[src/rtl/hier_icache_pkg.sv]
// Shared constants and types for the hierarchical I-cache control unit:
// register map, FSM states and response opcodes.
package hier_icache_pkg;

  localparam logic [5:0] IDX_ENABLE_ICACHE   = 6'h00;
  localparam logic [5:0] IDX_FLUSH_ICACHE    = 6'h01;
  localparam logic [5:0] IDX_FLUSH_L1_ONLY   = 6'h02;
  localparam logic [5:0] IDX_SEL_FLUSH       = 6'h03;
  localparam logic [5:0] IDX_CLEAR_CNTS      = 6'h04;
  localparam logic [5:0] IDX_ENABLE_CNTS     = 6'h05;
  localparam logic [5:0] IDX_ENABLE_PREFETCH = 6'h07;

  localparam int unsigned STAT_BASE_IDX = 8;

  localparam logic RESP_OK  = 1'b0;
  localparam logic RESP_ERR = 1'b1;

  typedef enum logic [1:0] {
    ST_IDLE,
    ST_FLUSH_WAIT,
    ST_SEL_FLUSH_WAIT,
    ST_RESP
  } ctrl_state_e;

  typedef struct packed {
    logic [31:0] rdata;
    logic        opc;
  } resp_t;

endpackage

[src/rtl/hier_icache_stat_cnt.sv]
// Per-core hit/miss event counter pair; clear has priority over counting.
module hier_icache_stat_cnt #(
  parameter int CNT_W = 32
) (
  input  logic             clk_i,
  input  logic             rst_ni,
  input  logic             en_i,
  input  logic             clr_i,
  input  logic             hit_i,
  input  logic             miss_i,
  output logic [CNT_W-1:0] hit_cnt_o,
  output logic [CNT_W-1:0] miss_cnt_o
);

  logic [CNT_W-1:0] hit_q, miss_q;

  always_ff @(posedge clk_i or negedge rst_ni) begin
    if (!rst_ni) begin
      hit_q  <= '0;
      miss_q <= '0;
    end else if (clr_i) begin
      hit_q  <= '0;
      miss_q <= '0;
    end else if (en_i) begin
      if (hit_i)  hit_q  <= hit_q + 1'b1;
      if (miss_i) miss_q <= miss_q + 1'b1;
    end
  end

  assign hit_cnt_o  = hit_q;
  assign miss_cnt_o = miss_q;

endmodule

[src/rtl/hier_icache_ctrl_unit.sv]
// Peripheral-mapped control for the hierarchical I-cache: enables, flush
// handshakes and optional per-core hit/miss counters (HIER_ICACHE_STAT_EN).
module hier_icache_ctrl_unit
  import hier_icache_pkg::*;
#(
  parameter int NB_CORES = 8,
  parameter int ID_WIDTH = 5
) (
  input  logic                clk_i,
  input  logic                rst_ni,
  input  logic                speriph_req_i,
  output logic                speriph_gnt_o,
  input  logic                speriph_wen_i,
  input  logic [31:0]         speriph_add_i,
  input  logic [31:0]         speriph_wdata_i,
  input  logic [ID_WIDTH-1:0] speriph_id_i,
  output logic                speriph_r_valid_o,
  output logic [31:0]         speriph_r_rdata_o,
  output logic [ID_WIDTH-1:0] speriph_r_id_o,
  output logic                speriph_r_opc_o,
  output logic                icache_enable_o,
  output logic                prefetch_en_o,
  output logic                flush_req_o,
  output logic                flush_l1_only_o,
  input  logic                flush_ack_i,
  output logic                sel_flush_req_o,
  output logic [31:0]         sel_flush_addr_o,
  input  logic                sel_flush_ack_i,
  input  logic [NB_CORES-1:0] hit_evt_i,
  input  logic [NB_CORES-1:0] miss_evt_i
);

  ctrl_state_e state_q, state_d;
  resp_t               resp_q;
  logic [ID_WIDTH-1:0] resp_id_q;
  logic                icache_en_q, prefetch_q, flush_req_q, l1_only_q, sel_req_q;
  logic [31:0]         sel_addr_q;

  logic [5:0]  idx;
  logic        req_acc, wr_acc, is_cnt, cnt_clr, cnt_en_rd, dec_err;
  logic [31:0] cnt_rdata, dec_rdata;
  logic        unused_add;

  assign idx        = speriph_add_i[7:2];
  assign unused_add = ^{speriph_add_i[31:8], speriph_add_i[1:0]};
  assign req_acc    = speriph_req_i && (state_q == ST_IDLE);
  assign wr_acc     = req_acc && !speriph_wen_i;
  assign cnt_clr    = wr_acc && (idx == IDX_CLEAR_CNTS);
  assign is_cnt     = (idx >= 6'(STAT_BASE_IDX)) && (idx < 6'(STAT_BASE_IDX + 2 * NB_CORES));

`ifdef HIER_ICACHE_STAT_EN
  logic                          cnt_en_q;
  logic [5:0]                    cnt_off;
  logic [NB_CORES-1:0][31:0]     hit_cnt, miss_cnt;

  for (genvar c = 0; c < NB_CORES; c++) begin : g_core
    hier_icache_stat_cnt #(.CNT_W(32)) u_cnt (
      .clk_i      (clk_i),
      .rst_ni     (rst_ni),
      .en_i       (cnt_en_q),
      .clr_i      (cnt_clr),
      .hit_i      (hit_evt_i[c]),
      .miss_i     (miss_evt_i[c]),
      .hit_cnt_o  (hit_cnt[c]),
      .miss_cnt_o (miss_cnt[c])
    );
  end

  always_ff @(posedge clk_i or negedge rst_ni) begin
    if (!rst_ni)                                cnt_en_q <= 1'b0;
    else if (wr_acc && idx == IDX_ENABLE_CNTS)  cnt_en_q <= speriph_wdata_i[0];
  end

  // Even offsets are hit counters, odd offsets miss counters.
  assign cnt_off = idx - 6'(STAT_BASE_IDX);
  always_comb begin
    cnt_rdata = '0;
    for (int c = 0; c < NB_CORES; c++)
      if (cnt_off[5:1] == 5'(c)) cnt_rdata = cnt_off[0] ? miss_cnt[c] : hit_cnt[c];
  end
  assign cnt_en_rd = cnt_en_q;
`else
  logic unused_evt;
  assign unused_evt = ^{hit_evt_i, miss_evt_i, cnt_clr};
  assign cnt_rdata  = '0;
  assign cnt_en_rd  = 1'b0;
`endif

  always_comb begin
    dec_rdata = '0;
    dec_err   = RESP_OK;
    case (idx)
      IDX_ENABLE_ICACHE:   dec_rdata = {31'b0, icache_en_q};
      IDX_FLUSH_ICACHE,
      IDX_FLUSH_L1_ONLY,
      IDX_CLEAR_CNTS:      dec_rdata = '0;
      IDX_SEL_FLUSH:       dec_rdata = sel_addr_q;
      IDX_ENABLE_CNTS:     dec_rdata = {31'b0, cnt_en_rd};
      IDX_ENABLE_PREFETCH: dec_rdata = {31'b0, prefetch_q};
      default: begin
        if (is_cnt) dec_rdata = cnt_rdata;
        else        dec_err   = RESP_ERR;
      end
    endcase
  end

  always_ff @(posedge clk_i or negedge rst_ni) begin
    if (!rst_ni) state_q <= ST_IDLE;
    else         state_q <= state_d;
  end

  always_comb begin
    state_d = state_q;
    case (state_q)
      ST_IDLE: begin
        if (wr_acc && (idx == IDX_FLUSH_ICACHE || idx == IDX_FLUSH_L1_ONLY))
          state_d = ST_FLUSH_WAIT;
        else if (wr_acc && idx == IDX_SEL_FLUSH)
          state_d = ST_SEL_FLUSH_WAIT;
        else if (req_acc)
          state_d = ST_RESP;
      end
      ST_FLUSH_WAIT:     if (flush_ack_i)     state_d = ST_RESP;
      ST_SEL_FLUSH_WAIT: if (sel_flush_ack_i) state_d = ST_RESP;
      default:           state_d = ST_IDLE;
    endcase
  end

  always_comb begin
    speriph_gnt_o     = 1'b0;
    speriph_r_valid_o = 1'b0;
    case (state_q)
      ST_IDLE: speriph_gnt_o     = speriph_req_i;
      ST_RESP: speriph_r_valid_o = 1'b1;
      default: ;
    endcase
  end

  always_ff @(posedge clk_i or negedge rst_ni) begin
    if (!rst_ni) begin
      resp_q      <= '0;
      resp_id_q   <= '0;
      icache_en_q <= 1'b0;
      prefetch_q  <= 1'b0;
      flush_req_q <= 1'b0;
      l1_only_q   <= 1'b0;
      sel_req_q   <= 1'b0;
      sel_addr_q  <= '0;
    end else begin
      if (req_acc) begin
        resp_id_q    <= speriph_id_i;
        resp_q.rdata <= speriph_wen_i ? dec_rdata : '0;
        resp_q.opc   <= dec_err;
      end
      if (wr_acc) begin
        case (idx)
          IDX_ENABLE_ICACHE:   icache_en_q <= speriph_wdata_i[0];
          IDX_ENABLE_PREFETCH: prefetch_q  <= speriph_wdata_i[0];
          IDX_FLUSH_ICACHE:    begin flush_req_q <= 1'b1; l1_only_q <= 1'b0; end
          IDX_FLUSH_L1_ONLY:   begin flush_req_q <= 1'b1; l1_only_q <= 1'b1; end
          IDX_SEL_FLUSH:       begin sel_req_q <= 1'b1; sel_addr_q <= speriph_wdata_i; end
          default: ;
        endcase
      end
      if (state_q == ST_FLUSH_WAIT && flush_ack_i) begin
        flush_req_q <= 1'b0;
        l1_only_q   <= 1'b0;
      end
      if (state_q == ST_SEL_FLUSH_WAIT && sel_flush_ack_i) sel_req_q <= 1'b0;
    end
  end

  assign speriph_r_rdata_o = speriph_r_valid_o ? resp_q.rdata : '0;
  assign speriph_r_opc_o   = speriph_r_valid_o ? resp_q.opc   : 1'b0;
  assign speriph_r_id_o    = speriph_r_valid_o ? resp_id_q    : '0;
  assign icache_enable_o   = icache_en_q;
  assign prefetch_en_o     = prefetch_q;
  assign flush_req_o       = flush_req_q;
  assign flush_l1_only_o   = l1_only_q;
  assign sel_flush_req_o   = sel_req_q;
  assign sel_flush_addr_o  = sel_addr_q;

endmodule

[config.mk]
export PLATFORM = sky130hd
export DESIGN_NAME = hier_icache_ctrl_unit
export DESIGN_NICKNAME = d
export VERILOG_FILES = /design/src/rtl/hier_icache_pkg.sv /design/src/rtl/hier_icache_stat_cnt.sv /design/src/rtl/hier_icache_ctrl_unit.sv
export SDC_FILE = /design/constraint.sdc
export NUM_CORES = 1
export LEC_CHECK = 0
export BUFFER_PORTS_ARGS = -buffer_cell sky130_fd_sc_hd__clkbuf_2
export CORE_MARGIN = 1.5
export CORE_UTILIZATION = 49
export CTS_CLUSTER_DIAMETER = 100
export DETAILED_ROUTE_END_ITERATION = 6
export GPL_TIMING_DRIVEN = 0
export PLACE_DENSITY = 0.85
export SETUP_SLACK_MARGIN = 0.05
export SLEW_MARGIN = 15
export SYNTH_ARGS = -nofsm -noshare
export SYNTH_HDL_FRONTEND = slang
export SYNTH_SLANG_ARGS = --single-unit
[constraint.sdc]
create_clock -name clk_i -period 4.35 [get_ports clk_i]
set_clock_uncertainty 0.05 [all_clocks]
set_input_delay 0.87 -clock clk_i [delete_from_list [all_inputs] [get_ports clk_i]]
set_output_delay 0.87 -clock clk_i [all_outputs]
set_load 0.02 [all_outputs]
==> metrics.cfg <==
[timing]
timing.final.max_slew_violations=0
slew-limit-headroom_pct=58.9
tightestPinTransition_ps=617
tns_ps=0
fmax_ghz=0.331
hold_viol_final=0
setup_slack_ps=1330
min_period_ps=3020
whs_ps=451
timing.final.crit_share_pct=69.4
rsz0062_at_grt=no
setup_viol=0

[route]
drt_iter0_drc=122
ant_nets=0
route.detailed.drc=9
num_vias=2473
first_pass_iters=6
vias_per_cell=5.36
wl_um=7330
avgRoutedWirePerCell_um=15.9

[critical_path]
end_kind=output pin
crit_path_start_kind=register
cp_cell_sequence=ha_1, clkbuf_1, clkbuf_1, and2_1, clkbuf_2
path_max_fanout=10
arrival_ps=2100
required_ps=3430
path_class=reg -> out
cpMaxStageDelayCell=clkbuf_1
r2r_start=state_q[0]
max_stage_delay_ps=400
cp_top_family=buffers and inverters
startpoint=state_q[0]
cp_common_cell=clkbuf_1
cp.buffers_inverters=3

[logic_synthesis]
synth_cell_types=33
syn_nets=337
ys_seq_elements=77
synthTopCellsByArea=dfrtp_1 58%, mux2_2 12%, a22o_1 8.2%, and2_1 7.2%, ha_1 1.5%
synth.avg_cell_area_um2=13.6
syn-cell-area_um2=3300
synth_most_common_cell=dfrtp_1
synth_edf_count=0
ys.flop_type=dfrtp_1
ys_async_sr_fraction_pct=100
yosysWarnings=0
yosys-top-cells-count=77 x dfrtp_1, 38 x and2_1, 35 x mux2_2
synth_seq_area_share_pct=58.4
synth_top_area_cell=dfrtp_1
synth_cells=242
yosysTopAreaCellShare_pct=58.4

[min_path]
min_path_type=in -> async

[layout]
fill_cells=528
num_antenna_cells=0
final_cells=461
areaGrowthSynthToFinish_pct=28.2
drive_above_1_share_pct=48.2
num-nets-final=474

[clock_network]
cts.sinks=77
postCtsHoldBufs=0
clock_path_buffers=2
cts_inserted_buffers=9
clk_pin_slew_ps=70
post_cts_resize_count=0
cts_root_buf=clkbuf_8
h-tree-depth=3
post-cts-setup-buffers=0
cts_tree=yes
clock_latency_ps=340

[die]
placementRows=29
die_h_um=85.0
die_w_um=85.0
core_um2=6420
ios=168
initial_utilization_pct=51.4
die_area_um2=7230

[grt]
grt-ovfl-total=0
antenna_found_initial=0
grt_util_met1_pct=27.5
use_met3_pct=7.10
grt_max_degree=48
grt_pass1_vias=2537
grt_use_met2_pct=35.1
grt_usage_pct=21.7
grt-busiest-layer=met2
grt_pass1_wl_um=12100

[run_status]
violations=DRC
status=finished, violations left

[power_and_ir_drop]
seqPwrFrac_pct=47.1
ir_drop_v=0.000331
power.share.switching_pct=32.3
power_density_nw_per_um2=412
cell_internal_pwr_mw=1.18
p_switching_mw=0.562
p_comb_share_pct=25.1
p_total_mw=1.74
pwr-share-clk_pct=27.8
leakagePower_nw=2.30

[placed_design]
place_ws_ps=1630
gp_routability_congestion=0.776
dp.cells=445
hpwl_um=5340
io_buffers=125

[run]
max_cap_viol_count=0

[path summary, 6_finish.rpt]
check	endpoint	slack (ps)	cells after the start
max	speriph_r_rdata_o[15]	1330	5
min	icache_enable_o	450	1
max reg2reg	sel_flush_addr_o[21]	2070	6
min reg2reg	resp_q[20]	450	1
max in group asynchronous	resp_q[13]	3230	2
min in group clk_i	resp_q[20]	450	1
[state kept, by name, indices dropped and copies added, names as in the netlist]
signal / cells
flush_l1_only_o: 1
flush_req_o: 1
icache_enable_o: 1
prefetch_en_o: 1
resp_id_q: 5
resp_q: 33
sel_flush_addr_o: 32
sel_flush_req_o: 1
state_q: 2
[per-stage QoR]
step | util (%) | instance area [µm²]
CTS | 65.8 | 4230
global route | 65.8 | 4230
finish | 65.8 | 4230
detailed placement | 63.1 | 4050
floorplan | - | 3300
global placement | 62.6 | 4020
[cell type report]
| class | instances | area, µm² | share of cell area, % |
|---|---|---|---|
| well taps | 77 | 96.3 | 2.28 |
| multi-input cells | 146 | 1270 | 30.1 |
| plain buffers | 14 | 78.8 | 1.86 |
| inverters | 5 | 18.8 | 0.444 |
| clock buffers | 12 | 155 | 3.67 |
| clock inverters | 4 | 22.5 | 0.533 |
| repair buffers | 126 | 656 | 15.5 |
| flip-flops and latches | 77 | 1930 | 45.6 |
[cell usage in the layout (no fill, tap or decap), types with 2 or more instances in the layout]
cell,netlist,layout
clkbuf_2,0,124
dfrtp_1,77,77
and2_1,38,38
mux2_2,35,35
a22o_1,31,31
clkbuf_8,0,11
clkbuf_1,8,9
inv_1,5,5
nand2_1,4,4
mux2_1,4,4
ha_1,4,4
buf_2,3,3
nand4_1,3,3
nand2b_1,3,3
buf_6,3,3
clkinv_2,0,3
nand3b_1,2,2
nor2b_1,2,2
o221ai_1,2,2
nor4_1,2,2
[per-layer routing]
layer,wire (µm),up-vias
met3,534,6
met2,3470,101
li1,-,1140
met4,64,0
met5,0,-
met1,3260,1226
[cells by family after synthesis]
kind of cell | share of synthesized area [%]
XOR/XNOR | 0.266
AO/OA/AOI/OAI | 10.2
multiplexers | 13.6
adder cells (fa/ha/maj) | 1.52
AND/OR/NAND/NOR | 13.0
flip-flops | 58.4
buffers and inverters | 2.96
[power by group through the flow]
stage,Clock (mW),Sequential (mW),Combinational (mW)
6_report,0.485,0.820,0.437
2_1_floorplan,0,0.855,0.248
3_5_place_dp,0,0.835,0.440
5_1_grt,0.529,0.828,0.486
4_1_cts,0.495,0.821,0.444
3_3_place_gp,0,0.829,0.420
No activity file was read; power rests on OpenSTA's default activity.
